`config.mk`:
```
export PLATFORM = sky130hd
export DESIGN_NAME = cpt_arbiter_flat
export DESIGN_NICKNAME = d
export VERILOG_FILES = /design/src/rtl/cpt_arbiter_if.sv /design/src/rtl/cpt_arbiter.sv /design/src/flat_wrapper.sv
export SDC_FILE = /design/constraint.sdc
export NUM_CORES = 1
export LEC_CHECK = 0
export BUFFER_PORTS_ARGS = -buffer_cell sky130_fd_sc_hd__buf_2
export CAP_MARGIN = 20
export CORE_MARGIN = 4
export CORE_UTILIZATION = 42
export DETAILED_ROUTE_END_ITERATION = 7
export PLACE_DENSITY = 0.73
export SLEW_MARGIN = 20
export SYNTH_ARGS = -nofsm -noshare
export SYNTH_HDL_FRONTEND = slang
export SYNTH_SLANG_ARGS = --single-unit
```
`constraint.sdc`:
```
create_clock -name clk -period 1.8 [get_ports clk]
set_input_delay 0.09 -clock clk [delete_from_list [all_inputs] [get_ports clk]]
set_output_delay 0.09 -clock clk [all_outputs]
set_load 0.01 [all_outputs]
```
`src/rtl/cpt_arbiter_if.sv`:
```
`default_nettype none
// ============================================================================
// Module      : cpt_arbiter_if
// Description : Request/grant and counter-control bundle between the
//               requesters, the shared counter and cpt_arbiter.
// Revision    : 1.0 - initial release
// ============================================================================
interface cpt_arbiter_if #(
  parameter int NREQ  = 4,
  parameter int WIDTH = 8
);
  logic [NREQ-1:0]       req;
  logic [NREQ*WIDTH-1:0] len;
  logic [WIDTH-1:0]      cpt;
  logic                  cpt_activate;
  logic                  cpt_clear;
  logic [NREQ-1:0]       grant;
  logic [NREQ-1:0]       done;
  logic                  busy;

  // Requester / counter side
  modport master (
    output req, len, cpt,
    input  cpt_activate, cpt_clear, grant, done, busy
  );

  // Arbiter side
  modport slave (
    input  req, len, cpt,
    output cpt_activate, cpt_clear, grant, done, busy
  );
endinterface
`default_nettype wire

```
`src/rtl/cpt_arbiter.sv`:
```
`default_nettype none
// ============================================================================
// Module      : cpt_arbiter
// Description : Round-robin arbiter sharing one external up-counter between
//               NREQ requesters. The winner's length is latched, the counter
//               is cleared, enabled until it reaches that length, then a
//               one-cycle done pulse is returned to the winner.
// Revision    : 1.0 - initial release
// ============================================================================
module cpt_arbiter #(
  parameter int NREQ  = 4,
  parameter int WIDTH = 8
) (
  input  wire            clk,
  input  wire            reset,   // asynchronous, active-low
  cpt_arbiter_if.slave   bus
);

  localparam int IW = (NREQ > 1) ? $clog2(NREQ) : 1;

  typedef enum logic [1:0] {
    ST_IDLE  = 2'd0,
    ST_CLEAR = 2'd1,
    ST_COUNT = 2'd2,
    ST_DONE  = 2'd3
  } state_t;

  state_t           r_state;
  state_t           w_next;
  logic [IW-1:0]    r_winner;
  logic [IW-1:0]    r_ptr;
  logic [WIDTH-1:0] r_target;

  logic             w_pick_valid;
  logic [IW-1:0]    w_pick_idx;
  logic [IW:0]      w_j;
  logic [WIDTH-1:0] w_pick_len;
  logic             w_owner_req;
  logic [NREQ-1:0]  w_onehot;

  assign w_owner_req = bus.req[r_winner];
  assign w_onehot    = {{(NREQ-1){1'b0}}, 1'b1} << r_winner;

  // Round-robin search: first set request at or after the pointer, wrapping.
  // Scanning from the far end lets the nearest hit overwrite the others.
  always_comb begin
    w_pick_valid = 1'b0;
    w_pick_idx   = '0;
    w_j          = '0;
    for (int i = NREQ - 1; i >= 0; i--) begin
      w_j = {1'b0, r_ptr} + (IW+1)'(i);
      if (w_j >= (IW+1)'(NREQ)) begin
        w_j = w_j - (IW+1)'(NREQ);
      end
      if (bus.req[w_j[IW-1:0]]) begin
        w_pick_valid = 1'b1;
        w_pick_idx   = w_j[IW-1:0];
      end
    end
  end

  // Select the candidate's length slice with constant indices only.
  always_comb begin
    w_pick_len = '0;
    for (int i = 0; i < NREQ; i++) begin
      if (w_pick_idx == IW'(i)) begin
        w_pick_len = bus.len[i*WIDTH +: WIDTH];
      end
    end
  end

  // State register.
  always_ff @(posedge clk or negedge reset) begin
    if (!reset) begin
      r_state <= ST_IDLE;
    end else begin
      r_state <= w_next;
    end
  end

  // Next-state logic; losing the owner's request aborts the run silently.
  always_comb begin
    w_next = r_state;
    case (r_state)
      ST_IDLE: begin
        if (w_pick_valid) w_next = ST_CLEAR;
      end
      ST_CLEAR: begin
        w_next = w_owner_req ? ST_COUNT : ST_IDLE;
      end
      ST_COUNT: begin
        if (!w_owner_req)              w_next = ST_IDLE;
        else if (bus.cpt == r_target)  w_next = ST_DONE;
      end
      ST_DONE: begin
        w_next = ST_IDLE;
      end
      default: begin
        w_next = ST_IDLE;
      end
    endcase
  end

  // Winner/length capture in IDLE and pointer advance whenever a run ends.
  always_ff @(posedge clk or negedge reset) begin
    if (!reset) begin
      r_winner <= '0;
      r_target <= '0;
      r_ptr    <= '0;
    end else begin
      if (r_state == ST_IDLE && w_pick_valid) begin
        r_winner <= w_pick_idx;
        r_target <= w_pick_len;
      end
      if (r_state != ST_IDLE && w_next == ST_IDLE) begin
        r_ptr <= (r_winner == IW'(NREQ - 1)) ? '0 : r_winner + 1'b1;
      end
    end
  end

  // Output decode; activate also looks at the live counter so it stops
  // exactly on the target without overshooting.
  always_comb begin
    bus.grant        = '0;
    bus.done         = '0;
    bus.cpt_clear    = 1'b0;
    bus.cpt_activate = 1'b0;
    bus.busy         = (r_state != ST_IDLE);
    case (r_state)
      ST_CLEAR: begin
        bus.grant     = w_onehot;
        bus.cpt_clear = 1'b1;
      end
      ST_COUNT: begin
        bus.grant        = w_onehot;
        bus.cpt_activate = (bus.cpt != r_target);
      end
      ST_DONE: begin
        bus.done = w_onehot;
      end
      default: begin
      end
    endcase
  end

endmodule
`default_nettype wire

```
`src/flat_wrapper.sv`:
```
// flat-port wrapper written by rule: the top's interface ports become plain ports
module cpt_arbiter_flat 
#(
  parameter int NREQ  = 4,
  parameter int WIDTH = 8
)
  (clk, reset, bus_req, bus_len, bus_cpt, bus_cpt_activate, bus_cpt_clear, bus_grant, bus_done, bus_busy);
  cpt_arbiter_if #(.NREQ(NREQ), .WIDTH(WIDTH)) bus_i ();
  input  wire clk;
  input  wire reset;
  input wire logic [$bits(bus_i.req)-1:0] bus_req;
  input wire logic [$bits(bus_i.len)-1:0] bus_len;
  input wire logic [$bits(bus_i.cpt)-1:0] bus_cpt;
  output wire logic [$bits(bus_i.cpt_activate)-1:0] bus_cpt_activate;
  output wire logic [$bits(bus_i.cpt_clear)-1:0] bus_cpt_clear;
  output wire logic [$bits(bus_i.grant)-1:0] bus_grant;
  output wire logic [$bits(bus_i.done)-1:0] bus_done;
  output wire logic [$bits(bus_i.busy)-1:0] bus_busy;
  assign bus_i.req = bus_req;
  assign bus_i.len = bus_len;
  assign bus_i.cpt = bus_cpt;
  assign bus_cpt_activate = bus_i.cpt_activate;
  assign bus_cpt_clear = bus_i.cpt_clear;
  assign bus_grant = bus_i.grant;
  assign bus_done = bus_i.done;
  assign bus_busy = bus_i.busy;
  cpt_arbiter #(.NREQ(NREQ), .WIDTH(WIDTH)) u_core (.clk(clk), .reset(reset), .bus(bus_i));
endmodule
```
==> out/results.tsv, run 1 <==
metric	value	unit
wl_met1	1.408	mm
place_ws	0.02297	ns
skew	0.002731	ns
wl_met2	1.643	mm
worstHoldStart	bus_len[2]	
drive_gt1_frac	0.4265	
grt_pass1_wl	5.430	mm
dieWidth	62.17	um
ys_seq_area_frac	0.2843	
insertion_delay	0.29	ns
crit_arrival	1.96	ns
leakagePower	0.8543	nW
worstPathRequired	1.98	ns
antenna_found_initial	0	
cp_slowest_cell	dfrtp_1	
clk_pin_slew_worst_paths	0.09	ns
coreArea	2781	sq um
crit_buf_inv	0	
first_pass_iters	4	
final_common_cell	buf_2	
synth_nets	190	
clock_sinks	14	
routed_wl	3.373	mm
peakVddDrop	0.8690	mV
dieArea	3865	sq um
clockBufferDepth	2	
tritoncts	done	
critPathMaxStageDelay	0.42	ns
crit_chain	mux2_4 > a22oi_2 > o21ai_2 > a22oi_2 > mux2_4	
rsz0062_at_grt	true	
drt_iter0_markers	19	
period_minus_slack	1.781	ns
max_freq	561.6	MHz
synth_compound_area_frac	0.1959	
synthCells	135	
drc_errors	0	
synth-simple-area-share	0.2102	
post_drt_wl_per_cell	14.35	um
cts_max_level	1	
gp_congestion	0.7964	
grt_max_degree	15	
synthXorXnorAreaFrac	0.05685	
overflow	0	
synth_ff_type	dfrtp_1	
die_h	62.17	um
cts_buffers	3	
postRouteAntennaNets	0	
cp-startpoint	u_core.r_winner[1]	
nets	260	
synth_edf_count	0	
netlist_area	1232	sq um
grt_pass1_vias	1348	
yosys.area_share.adder	0.09137	
yosys_warnings	0	
worstReg2RegStart	u_core.r_winner[1]	
async_reset_ff_frac	1.000	
postPlaceCellArea	1623	sq um
worstMarginPinSlew	0.3545	ns
synth_top_family_by_area	simple AND/OR/NAND/NOR gates	
place.detailed.hpwl	2.713	mm
drv_slew	0	
area_delta_synth_final	38.07	%
critPathLaunchType	register	
whs	0.1160	ns
slew-limit-headroom	0.7615	
top_layer	met4	
vias_per_cell	5.413	
setup-tns-final	0	ns
fin_crit_sh	0.9893	
io_pins	57	
cp_max_fo	3	
ys_ff_latch	14	
synth_cell_types	39	
cp-end-kind	register	
fin_ws	0.01925	ns
io_buffers	56	
synth_mux_area_frac	0.1178	
grtUsageTotal	0.1677	
finalHoldViolations	0	
initial_utilization	0.4431	
status	completed	
crit_type	reg -> reg	
design_area	1702	sq um
dr_total_vias	1272	
setup_viol_count_final	0	
met3_length	243	um
cellPowerDensity	1460	nW/um^2
hold_class	in -> reg	
maxCapViolCount	0	
rows	19	
final_cell_mix	buf_2 (56), dfrtp_1 (14), nand2_1 (13)	
diodes	0	
cts-root-buf	clkbuf_4	
crit_family	multiplexers	
avgSynthCellArea	9.129	sq um
==> cell families after synthesis <==
| family | Yosys count |
|---|---|
| XOR/XNOR | 8 |
| AO/OA/AOI/OAI | 31 |
| AND/OR/NAND/NOR | 47 |
| multiplexers | 14 |
| flip-flops | 14 |
| adder cells (fa/ha/maj) | 9 |
| buffers and inverters | 12 |
==> report_power, final <==
| part | switching, mW | internal, mW |
|---|---|---|
| combinational | 0.838 | 0.811 |
| sequential | 0.129 | 0.475 |
| clock | 0.109 | 0.123 |
==> path summary, 6_finish.rpt <==
check | to | slack [ns] | cells after the start
setup / recovery | u_core.r_ptr[0] | 0.02 | 5
hold / removal | u_core.r_target[2] | 0.12 | 3
setup reg to reg | u_core.r_ptr[0] | 0.02 | 5
hold reg to reg | u_core.r_target[5] | 0.52 | 2
max in group asynchronous | u_core.r_target[7] | 1.34 | 2
min in group asynchronous | u_core.r_state[0] | 0.22 | 2
==> per-stage QoR <==
step / util / power (mW) / cells
finish: 0.6118 / 2.484 / 235
global route: 0.6118 / 2.696 / 235
CTS: 0.6001 / 2.382 / 234
detailed placement: 0.5834 / 2.146 / 229
global placement: 0.5834 / 2.074 / 229
floorplan: - / 1.616 / 135
==> tightest hold or removal path, stage by stage <==
cell and delay (ns):
buf_2 0.07, mux2i_1 0.05, o221ai_1 0.15
==> flip-flops by register name, summed over array words and instances (netlist names) <==
signal	count
u_core.r_state	2
u_core.r_target	8
u_core.r_winner	2
u_core.r_ptr	2
==> area by class of cell <==
type / instances / area [sq um]
clock buffer: 4 / 36.28
fill: 242 / 1080
inverter: 8 / 30.03
multi-input combinational: 109 / 853.3
sequential: 14 / 350.3
tap: 31 / 38.79
timing repair buffer: 69 / 392.9
==> layer usage <==
layer	up-vias	GRT usage
met1	586	0.1906
met2	53	0.2979
met4	0	0.07046
met3	8	0.03604
met5	-	0
li1	625	-
==> cells in the mapped netlist (all sizes together) (2+ instances only) <==
cell type,number,area (sq um)
dfrtp,14,350.3
nand2,13,48.80
and2,10,63.81
mux2i,10,100.1
ha,9,112.6
inv,8,30.03
xnor2,8,70.07
a211oi,7,57.55
nor2,6,22.52
nor3b,6,45.04
o221ai,5,43.79
mux2,4,45.04
o21ai,4,23.77
a21oi,3,15.01
o31ai,3,22.52
a22oi,2,20.02
a31oi,2,12.51
buf,2,16.26
clkbuf,2,7.510
nand2b,2,12.51
nand4,2,12.51
nor2b,2,12.51
o211ai,2,15.01
or2,2,12.52
==> repair_timing <==
item | in CTS | in global routing
resized for setup | 0 | 9
setup buffers | 0 | 1
hold endpoints to repair | 14 | 0
setup endpoints to repair | 0 | 4
hold buffers | 1 | 0
Power figures use the tool's default switching activity.
==> inputs of run 2 (changes only) <==
--- a/config.mk
+++ b/config.mk
@@ -7,9 +7,10 @@
 export LEC_CHECK = 0
 export BUFFER_PORTS_ARGS = -buffer_cell sky130_fd_sc_hd__buf_2
 export CAP_MARGIN = 20
-export CORE_MARGIN = 4
+export CORE_MARGIN = 8
 export CORE_UTILIZATION = 42
 export DETAILED_ROUTE_END_ITERATION = 7
+export HOLD_SLACK_MARGIN = 0.03
 export PLACE_DENSITY = 0.73
 export SLEW_MARGIN = 20
 export SYNTH_ARGS = -nofsm -noshare
==> out/results.tsv, run 2 (synthesis results as in run 1) <==
metric	value	unit
die_h	70.17	um
cts-root-buf	clkbuf_4	
peakVddDrop	0.9060	mV
cp_max_fo	3	
clock_sinks	14	
diodes	0	
clock_power_share	0.093	
drive_gt1_frac	0.4231	
rsz0062_at_grt	true	
rr_endpoint	u_core.r_ptr[1]	
p_switching	1.055	mW
worstPathRequired	1.71	ns
netSwitchingFraction	0.4296	
drc_errors	0	
cts_buffers	3	
first_pass_iters	4	
dieWidth	70.17	um
grt_pass1_wl	6.016	mm
clockBufferDepth	2	
postRouteAntennaNets	0	
setup_viol_count_final	0	
seq_power_share	0.242	
period_minus_slack	1.749	ns
grtUsageTotal	0.1428	
worstHoldStart	bus_len[3]	
insertion_delay	0.28	ns
drt_iter0_markers	17	
place.detailed.hpwl	2.984	mm
initial_utilization	0.4431	
postPlaceCellArea	1623	sq um
dieArea	4924	sq um
regMostFlops	u_core.r_target	
slew-limit-headroom	0.7832	
power.internal	1.401	mW
io_buffers	56	
area_delta_synth_final	39.29	%
leakagePower	0.8575	nW
nets	264	
max_freq	571.9	MHz
rr_worst_depth	5	
clk_pin_slew_worst_paths	0.09	ns
skew	0.002131	ns
rows	19	
cts_max_level	1	
drv_slew	0	
overflow	0	
final_common_cell	buf_2	
gp_congestion	0.9239	
cp_slowest_cell	dfrtp_1	
grt_max_degree	15	
cellPowerDensity	1430	nW/um^2
final_cell_mix	buf_2 (56), buf_4 (15), dfrtp_1 (14)	
post_drt_wl_per_cell	14.79	um
grt_pass1_vias	1397	
status	completed	
r2r_slack	0.06	ns
worstMarginPinSlew	0.3222	ns
crit_type	reg -> out	
crit_chain	xnor2_1 > nand4_1 > or2_2 > and2_1 > buf_2	
fillers	266	
io_pins	57	
cp-end-kind	primary output	
design_area	1717	sq um
holdPathEnd	u_core.r_target[3]	
power_frac_comb	0.666	
hold_class	in -> reg	
routed_wl	3.534	mm
fin_crit_sh	0.9714	
tritoncts	done	
largest_reg_flops	8	
vias_per_cell	5.360	
critPathMaxStageDelay	0.40	ns
worstReg2RegStart	u_core.r_winner[1]	
dr_total_vias	1281	
coreArea	2781	sq um
crit_arrival	1.66	ns
critPathLaunchType	register	
whs	0.1196	ns
finalHoldViolations	0	
maxCapViolCount	0	
worst_hold_path.num_cells	3	
antenna_found_initial	0	
[run 2: final cells by class]
cell class                      count  area, sq um  share of cell area
Inverter                            8        30.03             0.01749
Multi-Input combinational cell    109        838.3              0.4883
Tap cell                           31        38.79             0.02259
Timing Repair Buffer               73        422.9              0.2464
Sequential cell                    14        350.3              0.2041
Clock buffer                        4        36.28             0.02114
[run 2: what timing repair did]
action | 4_1_cts | 5_1_grt
hold buffers | 1 | 0
setup endpoints to repair | 0 | 4
gates resized for setup | 0 | 4
buffers inserted | 0 | 5
hold endpoints to repair | 14 | 0
[run 2: per-layer routing]
metal / track usage / wire, um / vias to the layer above
met5: 0 / 0 / -
met4: 0.04018 / 67 / 0
met3: 0.04520 / 251 / 9
met2: 0.2365 / 1624 / 52
met1: 0.1722 / 1590 / 584
li1: - / - / 636
[run 2: power groups by stage]
| stage | Clock (mW) | Combinational, mW | Sequential, mW |
|---|---|---|---|
| 6_report | 0.227 | 1.63 | 0.594 |
| 4_1_cts | 0.227 | 1.56 | 0.593 |
| 3_5_place_dp | 0 | 1.55 | 0.598 |
| 2_1_floorplan | 0 | 1.02 | 0.596 |
| 5_1_grt | 0.248 | 1.83 | 0.614 |
| 3_3_place_gp | 0 | 1.48 | 0.594 |
[run 2: how the worst max path moves through the flow]
| stage | from | endpoint | slack [ns] | cells past startpoint |
|---|---|---|---|---|
| 2_1_floorplan | u_core.r_state[0] | u_core.r_ptr[0] | 0.03 | 7 |
| 3_3_place_gp | u_core.r_state[1] | u_core.r_ptr[1] | 0.10 | 7 |
| 3_5_place_dp | bus_req[2] | u_core.r_ptr[1] | 0.02 | 6 |
| 4_1_cts | u_core.r_state[1] | u_core.r_ptr[1] | 0.003 | 7 |
| 5_1_grt | u_core.r_target[0] | u_core.r_ptr[1] | -0.14 | 6 |
| 6_report | u_core.r_target[1] | bus_cpt_activate | 0.05 | 5 |
[run 2: critical path, delay by kind of cell (launching register included)]
family | cells | cell delay, ns
XOR/XNOR | 1 | 0.18
buffers and inverters | 1 | 0.13
flip-flops | 1 | 0.40
AND/OR/NAND/NOR | 3 | 0.67
[run 2: through the flow]
| step | TNS, ns | setup slack, ns | instances | power (mW) | utilization |
|---|---|---|---|---|---|
| detailed placement | 0 | 0.01853 | 229 | 2.150 | 0.5834 |
| finish | 0 | 0.05141 | 239 | 2.455 | 0.6172 |
| floorplan | 0 | 0.02729 | 135 | 1.616 | - |
| CTS | 0 | 0.002684 | 234 | 2.377 | 0.6001 |
| global route | -0.3591 | -0.1391 | 239 | 2.690 | 0.6172 |
| global placement | 0 | 0.1007 | 229 | 2.077 | 0.5834 |
